$ cat src/rtl/cbus_arbiter.sv
// cbus_arbiter
// Shares one split-handshake memory bus between the instruction-fetch
// requester (ibus) and the data-access requester (dbus). Only one
// transaction can be outstanding at a time. The grant is held from issue
// until data_ok. Handshakes and read data go back to the granted requester
// only.
//
// Ports
//   clk, resetn          clock, asynchronous active-low reset
//   ireq_* / i_*         instruction requester: request in, addr_ok/data_ok/data out
//   dreq_* / d_*         data requester: request (with strobe/write data) in, responses out
//   creq_* / c_*         downstream bus: request out, addr_ok/data_ok/data in
//
// Parameters
//   ROUND_ROBIN  0 = data always wins a tie, 1 = alternate on ties (data first)
//   ADDR_W       address width
//   DATA_W       data width
module cbus_arbiter #(
  parameter int ROUND_ROBIN = 0,
  parameter int ADDR_W      = 32,
  parameter int DATA_W      = 32
) (
  input  logic                clk,
  input  logic                resetn,
  input  logic                ireq_valid,
  input  logic [ADDR_W-1:0]   ireq_addr,
  input  logic [2:0]          ireq_size,
  output logic                i_addr_ok,
  output logic                i_data_ok,
  output logic [DATA_W-1:0]   i_data,
  input  logic                dreq_valid,
  input  logic [ADDR_W-1:0]   dreq_addr,
  input  logic [2:0]          dreq_size,
  input  logic [DATA_W/8-1:0] dreq_strobe,
  input  logic [DATA_W-1:0]   dreq_data,
  output logic                d_addr_ok,
  output logic                d_data_ok,
  output logic [DATA_W-1:0]   d_data,
  output logic                creq_valid,
  output logic [ADDR_W-1:0]   creq_addr,
  output logic [2:0]          creq_size,
  output logic [DATA_W/8-1:0] creq_strobe,
  output logic [DATA_W-1:0]   creq_data,
  input  logic                c_addr_ok,
  input  logic                c_data_ok,
  input  logic [DATA_W-1:0]   c_data
);

  typedef enum logic [1:0] {
    IDLE = 2'd0,
    ADDR = 2'd1,
    DATA = 2'd2
  } state_e;

  state_e state_q, state_d;
  logic   grant_q, grant_d;      // 0 = instruction, 1 = data
  logic   rr_last_q, rr_last_d;  // last requester issued, for round-robin ties

  logic sel_data;
  logic owner;
  logic owner_valid;

  // Arbitration and ownership. In IDLE the owner is whoever wins arbitration
  // this cycle. Otherwise it is the locked grant.
  always_comb begin
    sel_data = dreq_valid;
    if (ireq_valid && dreq_valid) begin
      sel_data = (ROUND_ROBIN != 0) ? ~rr_last_q : 1'b1;
    end
    owner       = (state_q == IDLE) ? sel_data : grant_q;
    owner_valid = owner ? dreq_valid : ireq_valid;
  end

  always_ff @(posedge clk or negedge resetn) begin
    if (!resetn) begin
      state_q   <= IDLE;
      grant_q   <= 1'b0;
      rr_last_q <= 1'b0;
    end else begin
      state_q   <= state_d;
      grant_q   <= grant_d;
      rr_last_q <= rr_last_d;
    end
  end

  // A dropped valid in ADDR freezes the FSM instead of completing a request
  // that the requester no longer holds.
  always_comb begin
    state_d   = state_q;
    grant_d   = grant_q;
    rr_last_d = rr_last_q;
    case (state_q)
      IDLE: begin
        if (ireq_valid || dreq_valid) begin
          grant_d   = sel_data;
          rr_last_d = sel_data;
          if (!c_addr_ok) begin
            state_d = ADDR;
          end else if (!c_data_ok) begin
            state_d = DATA;
          end
        end
      end
      ADDR: begin
        if (owner_valid && c_addr_ok) begin
          state_d = c_data_ok ? IDLE : DATA;
        end
      end
      DATA: begin
        if (c_data_ok) begin
          state_d = IDLE;
        end
      end
      default: state_d = IDLE;
    endcase
  end

  logic issuing;
  logic addr_hit;
  logic data_hit;

  // Outputs are gated by resetn so that they drop to zero as soon as reset
  // asserts, even when a requester still holds valid. A data_ok in IDLE/ADDR
  // is only routed when it pairs with an accepted address. A data_ok in IDLE
  // with no issue is stale and is ignored.
  always_comb begin
    issuing     = resetn && owner_valid && (state_q == IDLE || state_q == ADDR);
    addr_hit    = issuing && c_addr_ok;
    data_hit    = (addr_hit && c_data_ok) || (resetn && state_q == DATA && c_data_ok);
    creq_valid  = issuing;
    creq_addr   = '0;
    creq_size   = '0;
    creq_strobe = '0;
    creq_data   = '0;
    if (issuing) begin
      creq_addr   = owner ? dreq_addr : ireq_addr;
      creq_size   = owner ? dreq_size : ireq_size;
      creq_strobe = owner ? dreq_strobe : '0;
      creq_data   = owner ? dreq_data : '0;
    end
    i_addr_ok = addr_hit && !owner;
    d_addr_ok = addr_hit && owner;
    i_data_ok = data_hit && !owner;
    d_data_ok = data_hit && owner;
    i_data    = i_data_ok ? c_data : '0;
    d_data    = d_data_ok ? c_data : '0;
  end

endmodule

$ cat config.mk
export PLATFORM = sky130hd
export DESIGN_NAME = cbus_arbiter
export DESIGN_NICKNAME = d
export VERILOG_FILES = /design/src/rtl/cbus_arbiter.sv
export SDC_FILE = /design/constraint.sdc
export NUM_CORES = 1
export LEC_CHECK = 0
export BUFFER_PORTS_ARGS = -buffer_cell sky130_fd_sc_hd__buf_2
export CAP_MARGIN = 5
export CORE_AREA = 4 4 107 109
export DETAILED_ROUTE_END_ITERATION = 7
export DIE_AREA = 0 0 111 113
export GPL_TIMING_DRIVEN = 0
export PLACE_DENSITY_LB_ADDON = 0.3
export SLEW_MARGIN = 20
export SYNTH_ARGS = -nofsm -noshare
export SYNTH_HDL_FRONTEND = slang
export SYNTH_SLANG_ARGS = --single-unit
$ cat constraint.sdc
create_clock -name clk -period 1.88 [get_ports clk]
set_clock_uncertainty 0.05 [all_clocks]
set_input_delay 0 -clock clk [delete_from_list [all_inputs] [get_ports clk]]
set_output_delay 0 -clock clk [all_outputs]
set_load 0.01 [all_outputs]
==> out/results.tsv, run 1 <==
stage	metric	value	unit
global_route	use_met1	17.5	%
sta	worst_slew_pin_slew	0.424	ns
routing	drt_wl_total	11.2	mm
synthesis	post-synth-top-count-cell	a211oi_1	
setup_path	critPathKind	register to output pin	
synthesis	synthDistinctLibCells	34	
setup_path	path_cells	buf_6, or3b_4, o2111ai_4, clkbuf_4, a211oi_1, buf_2	
sta	fin_ws	-0.0100	ns
setup_path	end_kind	output pin	
finish	fin_nets	769	
clocking	cts_tree	built	
synthesis	syn_nets	465	
finish	area_growth	99.6	%
synthesis	synth-main-ff-cell	dfrtp_1	
synthesis	ys_seq_area_share	3.68	%
setup_path	crit_path_start_kind	register	
global_route	antenna_found_initial	0	
pwr	p_leak	0.00218	uW
sta	hold_viol	0	
setup_path	cp_slowest_cell	or3b_4	
synthesis	yosysTopAreaCellShare	17.7	%
run_status	status	finished with violations	
routing	via_per_inst	4.79	
global_route	gr-total-overflow	0	
pwr	p_per_area	536	mW/mm2
floorplan	rows	38	
floorplan	start_util	19.2	%
place	numPortBuffers	281	
clocking	htreeDepth	1	
synthesis	async_reset_ff_share	100	%
synthesis	synth.top_cells.by_count	48 x a211oi_1, 39 x o21ai_0, 38 x a21oi_1	
synthesis	syn_inst	321	
synthesis	ys.warnings.count	0	
sta	finalCritPeriodShare	101	%
synthesis	syn_avg_cell_area	6.36	um2
pwr	ir_worst_vdd	188	uV
worst_hold_path	hold_path_class	primary input to register	
global_route	met2_usage	30.6	%
clocking	clkLatencyLatePin	0.22	ns
clocking	clockBufferDepth	2	
run_status	violations	negative setup slack	
setup_path	crit_arrival	1.84	ns
sta	slew_headroom	71.7	%
place	gp_congestion	0.899	
routing	postRouteAntennaNets	0	
global_route	grt_pass1_vias	3598	
setup_path	path_max_fanout	10	
floorplan	die_area	0.0125	mm2
floorplan	core_area	0.0106	mm2
synthesis	synth_top_cell_by_area	a211oi_1	
synthesis	netlist_area	0.00204	mm2
job	cap_viol_max_count	0	
synthesis	synthTopCellsByArea	a211oi_1 18%, and2_1 11%, a211oi_2 9.8%, o21ai_0 9.6%, a21oi_1 9.3%	
floorplan	io_pins	284	
finish	fin_util	38.4	%
global_route	grtUsageTotal	15.8	%
sta	finalMaxSlewViolations	0	
finish	drive_above_1_share	61.2	%
global_route	grt_use_met3	3.69	%
routing	drc	0	
place	dp.final_hpwl	8.92	mm
sta	setup_viol	8	
routing	wl_per_cell	14.6	um
finish	fillCellCount	1106	
setup_path	slowest_delay	0.41	ns
clocking	clock-root-buffer	clkbuf_8	
routing	drt_first_pass_iters	4	
floorplan	die_x	111	um
setup_path	critPathTopFamily	buffers and inverters	
floorplan	die_h	113	um
routing	num_vias	3663	
sta	holdWs	0.0145	ns
global_route	busiest_layer	met2	
setup_path	path_buf_inv	3	
clocking	path_clk_slew	0.03	ns
synthesis	synth-seq-cells	3	
setup_path	cp.required	1.83	ns
sta	fmax	529	MHz
synthesis	synth-edff-count	0	
global_route	grt_pass1_wl	17.0	mm
clocking	numCtsBuffers	3	
sta	rsz0062_at_grt	true	
clocking	cts_sinks	3	
routing	first_iter_violations	265	
sta	min_period	1.89	ns
pwr	finalPower	2180	uW
global_route	grt_max_degree	11	
[layout make-up]
cell class / instances / area, um2 / area share (%)
antenna: 1 / 2.50 / 0.0614
buffer: 46 / 392 / 9.62
clock buffer: 4 / 45.0 / 1.11
inverter: 2 / 7.51 / 0.184
multi-input combinational: 268 / 1780 / 43.7
sequential: 3 / 75.1 / 1.84
tap: 140 / 175 / 4.30
timing repair buffer: 301 / 1590 / 39.1
[registers in the layout, summed over array words and instances, names as in the netlist]
| name | flops |
|---|---|
| grant_q | 1 |
| state_q | 2 |
[layer usage]
layer	vias up	routed length, um
met5	-	0
met4	0	115
met3	12	996
met2	192	5750
met1	1662	4340
li1	1797	-
[kinds of logic after synthesis]
logic type | share of synthesized area [%]
AOI/OAI and AO/OA | 50.6
and+or+nand+nor | 31.3
buffers and inverters | 14.3
DFF | 3.68
[worst paths after layout]
kind	startpoint	to	slack [ns]	cells after the start
setup / recovery	grant_q	d_data[10]	-0.01	6
min in group asynchronous	resetn	state_q[0]	0.13	2
hold / removal	ireq_valid	grant_q	0.01	2
max in group asynchronous	resetn	state_q[1]	1.50	2
setup reg to reg	state_q[0]	grant_q	0.32	6
hold reg to reg	state_q[1]	state_q[0]	0.56	2
[layout by cell type, fill, tap and decap left out, drive strengths merged]
cell,count
a21boi,1
o21a,1
inv,2
nand2,33
dfrtp,3
o21ai,40
diode,1
nor2,6
dlygate4sd3,1
o2111ai,1
a21oi,39
nor3b,1
nor2b,2
nand3,36
buf,331
o211ai,1
nand3b,2
a211oi,64
clkbuf,18
and2,36
nor4b,1
or3b,2
o21bai,1
bufbuf,1
a2bb2oi,1
[through the flow]
step | setup WS [ns] | cell area, um2 | setup TNS, ns | instances
3_5_place_dp | -0.0372 | 3620 | -0.145 | 742
4_1_cts | -0.0404 | 3860 | -1.64 | 755
3_3_place_gp | -0.0204 | 3620 | -0.0253 | 742
2_1_floorplan | 0.348 | 2040 | 0 | 321
5_1_grt | -0.0935 | 4070 | -4.05 | 764
6_report | -0.0100 | 4070 | -0.0355 | 765
[worst register-to-register path, stage by stage, from the launching register on]
cell and delay, ns:
dfrtp_1 0.38, buf_6 0.15, o21a_1 0.19, buf_6 0.15
nor2_4 0.16, buf_4 0.24, o21ai_0 0.11
[power breakdown]
part	leakage, uW	internal [uW]	switching (uW)
clock	0.0000228	145	47.0
sequential	0.0000361	78.6	7.46
combinational	0.00212	831	1070
[what timing repair did]
action | in CTS | in global routing
hold buffers | 1 | 0
setup endpoints to repair | 130 | 127
pin swaps | 5 | 4
resized for setup | 25 | 53
endpoints found under the hold margin | 3 | 0
cloned | 1 | 1
buffers inserted | 9 | 8
(Power assumes the default switching activity.)
==> run 2, diff against run 1 <==
CTS_BUF_LIST = sky130_fd_sc_hd__clkbuf_16   (was default)
SKIP_CTS_REPAIR_TIMING = 1   (was default)
==> run 2 against run 1 <==
Compared with the run above:
- the flow still finishes with violations (negative setup slack)
- fmax is 1.4% lower
- critical path depth is 1 higher
- largest cell class unchanged
- final cell count decreased by 0.13%
- clock power up 78%
- global-route usage is 0.27 points lower
- via count decreased by 0.14%
- largest power group unchanged
- count of clock-buffer cells in the layout decreased by 1
- die area unchanged
- design area rose by 1.2%
- total power grew 5.4%
- wire length down 0.16%
==> out/results.tsv, run 2 (synthesis results as in run 1) <==
stage	metric	value	unit
setup_path	end_kind	output pin	
routing	via_per_inst	4.79	
sta	fmax	522	MHz
worst_hold_path	min_path_cells	2	
sta	worst_slew_pin_slew	0.522	ns
clocking	numCtsBuffers	3	
place	gp_congestion	0.899	
routing	drt_wl_total	11.2	mm
routing	num_vias	3658	
sta	min_period	1.92	ns
finish	drive_above_1_share	62.9	%
clocking	htreeDepth	1	
floorplan	rows	38	
finish	fillCellCount	1106	
finish	top_register	state_q	
sta	fin_ws	-0.0363	ns
sta	finalCritPeriodShare	102	%
job	cap_viol_max_count	0	
worst_hold_path	hold_path_class	primary input to register	
routing	wl_per_cell	14.6	um
routing	drc	0	
setup_path	r2r-end	grant_q	
global_route	antenna_found_initial	0	
sta	finalMaxSlewViolations	0	
sta	slew_headroom	65.1	%
pwr	switchingPower	1160	uW
worst_hold_path	hp-start	ireq_valid	
setup_path	path_buf_inv	4	
floorplan	core_area	0.0106	mm2
pwr	intPower	1140	uW
sta	rsz0062_at_grt	true	
clocking	clock-root-buffer	clkbuf_16	
setup_path	crit_path_start_kind	register	
place	numPortBuffers	281	
setup_path	crit_arrival	1.87	ns
setup_path	cp.required	1.83	ns
sta	setup_viol	36	
clocking	clockBufferDepth	2	
routing	drt_first_pass_iters	4	
place	dp.final_hpwl	8.92	mm
finish	largest_register_ffs	2	
floorplan	die_x	111	um
pwr	clock_power_share	14.9	%
run_status	violations	negative setup slack	
setup_path	path_max_fanout	8	
sta	hold_viol	0	
clocking	clkLatencyLatePin	0.23	ns
routing	first_iter_violations	296	
pwr	seq_power_share	3.8	%
setup_path	cp_slowest_cell	dfrtp_1	
setup_path	critPathTopFamily	buffers and inverters	
sta	setup-tns-final	-0.520	ns
floorplan	io_pins	284	
global_route	gr-total-overflow	0	
finish	reg_top3	state_q x2, grant_q x1	
finish	layout_common_cells	284 x buf_2, 39 x o21ai_0, 38 x a21oi_1	
global_route	grtUsageTotal	15.5	%
setup_path	path_cells	buf_6, nor2b_4, o2111ai_4, buf_8, buf_4, a211oi_2, buf_2	
pwr	swShare	50.5	%
setup_path	critPathKind	register to output pin	
run_status	status	finished with violations	
pwr	power_frac_comb	81.3	%
setup_path	reg2reg_depth	6	
global_route	grt_pass1_wl	16.8	mm
finish	area_growth	102	%
worst_hold_path	hold-path-endpoint	grant_q	
global_route	grt_max_degree	11	
pwr	p_per_area	558	mW/mm2
clocking	cts_tree	built	
sta	holdWs	0.00824	ns
finish	fin_nets	768	
pwr	p_leak	0.00218	uW
clocking	cts_sinks	3	
floorplan	start_util	19.2	%
setup_path	rr_startpoint	state_q[1]	
global_route	grt_pass1_vias	3538	
floorplan	die_area	0.0125	mm2
pwr	ir_worst_vdd	215	uV
setup_path	slowest_delay	0.40	ns
routing	postRouteAntennaNets	0	
finish	final_common_cell	buf_2	
clocking	path_clk_slew	0.03	ns
setup_path	rrSetupSlack	0.24	ns
floorplan	die_h	113	um
[run 2: layout make-up]
type	instances	area, um2	share of cell area [%]
antenna	1	2.50	0.0607
tap	140	175	4.25
clock inverter	1	3.75	0.0911
multi-input combinational	268	1840	44.7
timing repair buffer	300	1580	38.4
inverter	2	7.51	0.182
buffer	46	358	8.68
clock buffer	3	75.1	1.82
sequential	3	75.1	1.82
[run 2: stage by stage]
stage / setup WS (ns) / std cells / utilization [%] / instance area [um2] / power, uW
CTS: -0.281 / 746 / 34.9 / 3700 / 2040
floorplan: 0.348 / 321 / - / 2040 / 1110
finish: -0.0363 / 764 / 38.9 / 4120 / 2300
detailed placement: -0.0372 / 742 / 34.2 / 3620 / 1690
global route: -0.128 / 763 / 38.8 / 4120 / 2490
global placement: -0.0204 / 742 / 34.2 / 3620 / 1680
[run 2: how the worst max path moves through the flow]
stage                           from       endpoint  slack (ns)  cells after the start
after floorplan           state_q[0]     d_data[13]        0.35                      5
after global placement    state_q[0]  creq_addr[29]       -0.02                      6
after detailed placement  state_q[0]     d_data[23]       -0.04                      6
after CTS                 state_q[0]     d_data[23]       -0.28                      6
after global routing      state_q[1]      i_data[3]       -0.13                      7
final                     state_q[1]      i_data[3]       -0.04                      7
[run 2: routing by layer]
metal  routed length, um  GRT usage [%]  share of wire [%]
met2                5790           29.7                 52
met4                 146           3.45                1.3
met5                   0              0                  0
met3                 990           3.74                8.9
met1                4260           17.3                 38
[run 2: power by group through the flow]
stage          logic [uW]  registers (uW)  clock network (uW)
6_report             1870            87.2                 342
5_1_grt              2050            89.1                 350
4_1_cts              1610            86.5                 345
3_5_place_dp         1610            87.3                   0
3_3_place_gp         1590            86.0                   0
2_1_floorplan        1020            85.5                   0
==> run 3, diff against run 2 <==
CELL_PAD_IN_SITES_DETAIL_PLACEMENT = 1   (was default)
CELL_PAD_IN_SITES_GLOBAL_PLACEMENT = 2   (was default)
CORE_AREA = default   (was 4 4 107 109)
CORE_MARGIN = 4   (was default)
CORE_UTILIZATION = 12   (was default)
DIE_AREA = default   (was 0 0 111 113)
PLACE_DENSITY = 0.85   (was default)
PLACE_DENSITY_LB_ADDON = default   (was 0.3)
==> run 3 against run 2 <==
Compared with the run above:
- the run still ends with negative setup slack left
- first-iteration DRC count down 77%
- register-to-register slack better by 0.03 ns
- non-clock buffer count up 5
- die area up 53%
- largest cell class unchanged
- fmax up 1.5%
- sequential share of layout area down 0.072 points
==> out/results.tsv, run 3 (synthesis results as in run 1) <==
stage	metric	value	unit
floorplan	die_h	138	um
sta	fin_ws	-0.00722	ns
sta	slew_headroom	68.2	%
routing	postRouteAntennaNets	0	
finish	antennaDiodeCount	0	
setup_path	cp_slowest_cell	or3b_4	
clocking	cts_sinks	3	
setup_path	cp.required	1.83	ns
routing	drt_first_pass_iters	4	
floorplan	die_x	138	um
place	place_ws	-0.107	ns
global_route	grt_use_met3	3.90	%
global_route	grt_pass1_wl	20.4	mm
place	dp.final_hpwl	10.5	mm
run_status	violations	negative setup slack	
sta	setup_viol	6	
global_route	met2_usage	22.5	%
clocking	numCtsBuffers	3	
worst_hold_path	hp-start	ireq_valid	
finish	final_common_cell	buf_2	
routing	wl_per_cell	15.9	um
setup_path	end_kind	output pin	
routing	via_per_inst	4.37	
clocking	clockBufferDepth	2	
routing	drt_wl_total	13.5	mm
floorplan	core_area	0.0166	mm2
finish	layout_common_cells	285 x buf_2, 36 x nand3_1, 36 x and2_1, 35 x a21oi_1, 34 x a211oi_1	
setup_path	crit_path_start_kind	register	
finish	fin_nets	773	
finish	area_growth	110	%
pwr	ir_worst_vdd	264	uV
floorplan	rows	47	
finish	top_register	state_q	
place	numPlacedInstances	822	
sta	fmax	530	MHz
clocking	path_clk_slew	0.03	ns
clocking	htreeDepth	1	
clocking	clock-root-buffer	clkbuf_16	
setup_path	path_cells	buf_6, or3b_4, o2111ai_4, buf_8, clkbuf_16, a211oi_2, buf_2	
finish	layout.cells.non_filler	848	
setup_path	path_max_fanout	7	
floorplan	io_pins	284	
global_route	gr-total-overflow	0	
clocking	cts_tree	built	
pwr	clock_power_share	14.0	%
setup_path	cp-startpoint	grant_q	
pwr	power_frac_comb	82.4	%
sta	holdWs	0.0648	ns
pwr	intPower	1220	uW
global_route	grtUsageTotal	12.6	%
sta	setup-tns-final	-0.0269	ns
pwr	switchingPower	1210	uW
place	gp_congestion	0.759	
pwr	seq_power_share	3.6	%
floorplan	die_area	0.0192	mm2
floorplan	start_util	12.3	%
job	cap_viol_max_count	0	
setup_path	path_buf_inv	4	
finish	drive_above_1_share	62.6	%
sta	rsz0062_at_grt	true	
global_route	use_met1	15.0	%
pwr	p_per_area	567	mW/mm2
global_route	grt_max_degree	11	
global_route	grt_pass1_vias	3798	
setup_path	crit_arrival	1.84	ns
setup_path	rr_startpoint	state_q[0]	
setup_path	critPathKind	register to output pin	
global_route	busiest_layer	met2	
finish	largest_register_ffs	2	
run_status	status	finished with violations	
setup_path	critPathTopFamily	buffers and inverters	
sta	finalMaxSlewViolations	0	
sta	finalCritPeriodShare	100	%
routing	first_iter_violations	67	
routing	num_vias	3705	
routing	drc	0	
finish	reg_top3	state_q x2, grant_q x1	
sta	hold_viol	0	
pwr	p_leak	0.00223	uW
global_route	antenna_found_initial	1	
sta	min_period	1.89	ns
worst_hold_path	hold_path_class	primary input to register	
place	numPortBuffers	281	
finish	fillCellCount	2165	
clocking	clkLatencyLatePin	0.22	ns
setup_path	slowest_delay	0.41	ns
pwr	swShare	49.8	%
sta	worst_slew_pin_slew	0.478	ns
-- run 3: cell types whose count changed in the layout (fill, tap and decap cells not counted), moves of 6 or more --
cell | before | now
a211oi_1 | 26 | 34
a211oi_2 | 36 | 30
o21ai_0 | 39 | 33
clkbuf_2 | 12 | 3
o21ai_1 | 0 | 6
buf_4 | 26 | 33
-- run 3: metrics by stage --
stage	area [um2]	util [%]	power, uW
after floorplan	2040	-	1110
after global placement	3720	22.4	1740
after detailed placement	3720	22.4	1750
after CTS	3800	22.8	2100
after global routing	4290	25.8	2640
final	4290	25.8	2430
-- run 3: layer usage --
metal,share of wire [%],vias up
met5,0.096,-
met4,1.4,2
met3,7.8,16
met2,50,158
met1,41,1727
li1,-,1802
-- run 3: cell type report --
cell class,count,area (um2),area share (%)
plain buffers,47,433,10.1
clock buffers,3,75.1,1.75
clock inverters,1,3.75,0.0875
inverters,2,7.51,0.175
multi-input cells,268,1810,42.2
flip-flops and latches,3,75.1,1.75
well taps,220,275,6.41
repair buffers,304,1610,37.6
-- run 3: power groups by stage --
stage                     logic (uW)  clock network, uW  registers [uW]
after floorplan                 1020                  0            85.5
after global routing            2190                358            90.2
final                           2000                340            87.8
after global placement          1660                  0            86.2
after CTS                       1670                345            86.9
after detailed placement        1660                  0            86.7
-- run 3: worst reg2reg max path: stages (launching register included) --
cell     delay [ns]
dfrtp_1        0.39
buf_6          0.15
o21a_1         0.18
buf_4          0.18
nor2_4         0.21
buf_6          0.20
o21ai_0        0.12
-- run 3: path summary, 6_finish.rpt --
check | endpoint | slack, ns | depth (start not counted)
min reg2reg | state_q[0] | 0.56 | 2
max in group asynchronous | state_q[0] | 1.46 | 2
max | d_data[24] | -0.007 | 7
max reg2reg | grant_q | 0.27 | 6
min in group asynchronous | state_q[1] | 0.15 | 2
min | grant_q | 0.06 | 2
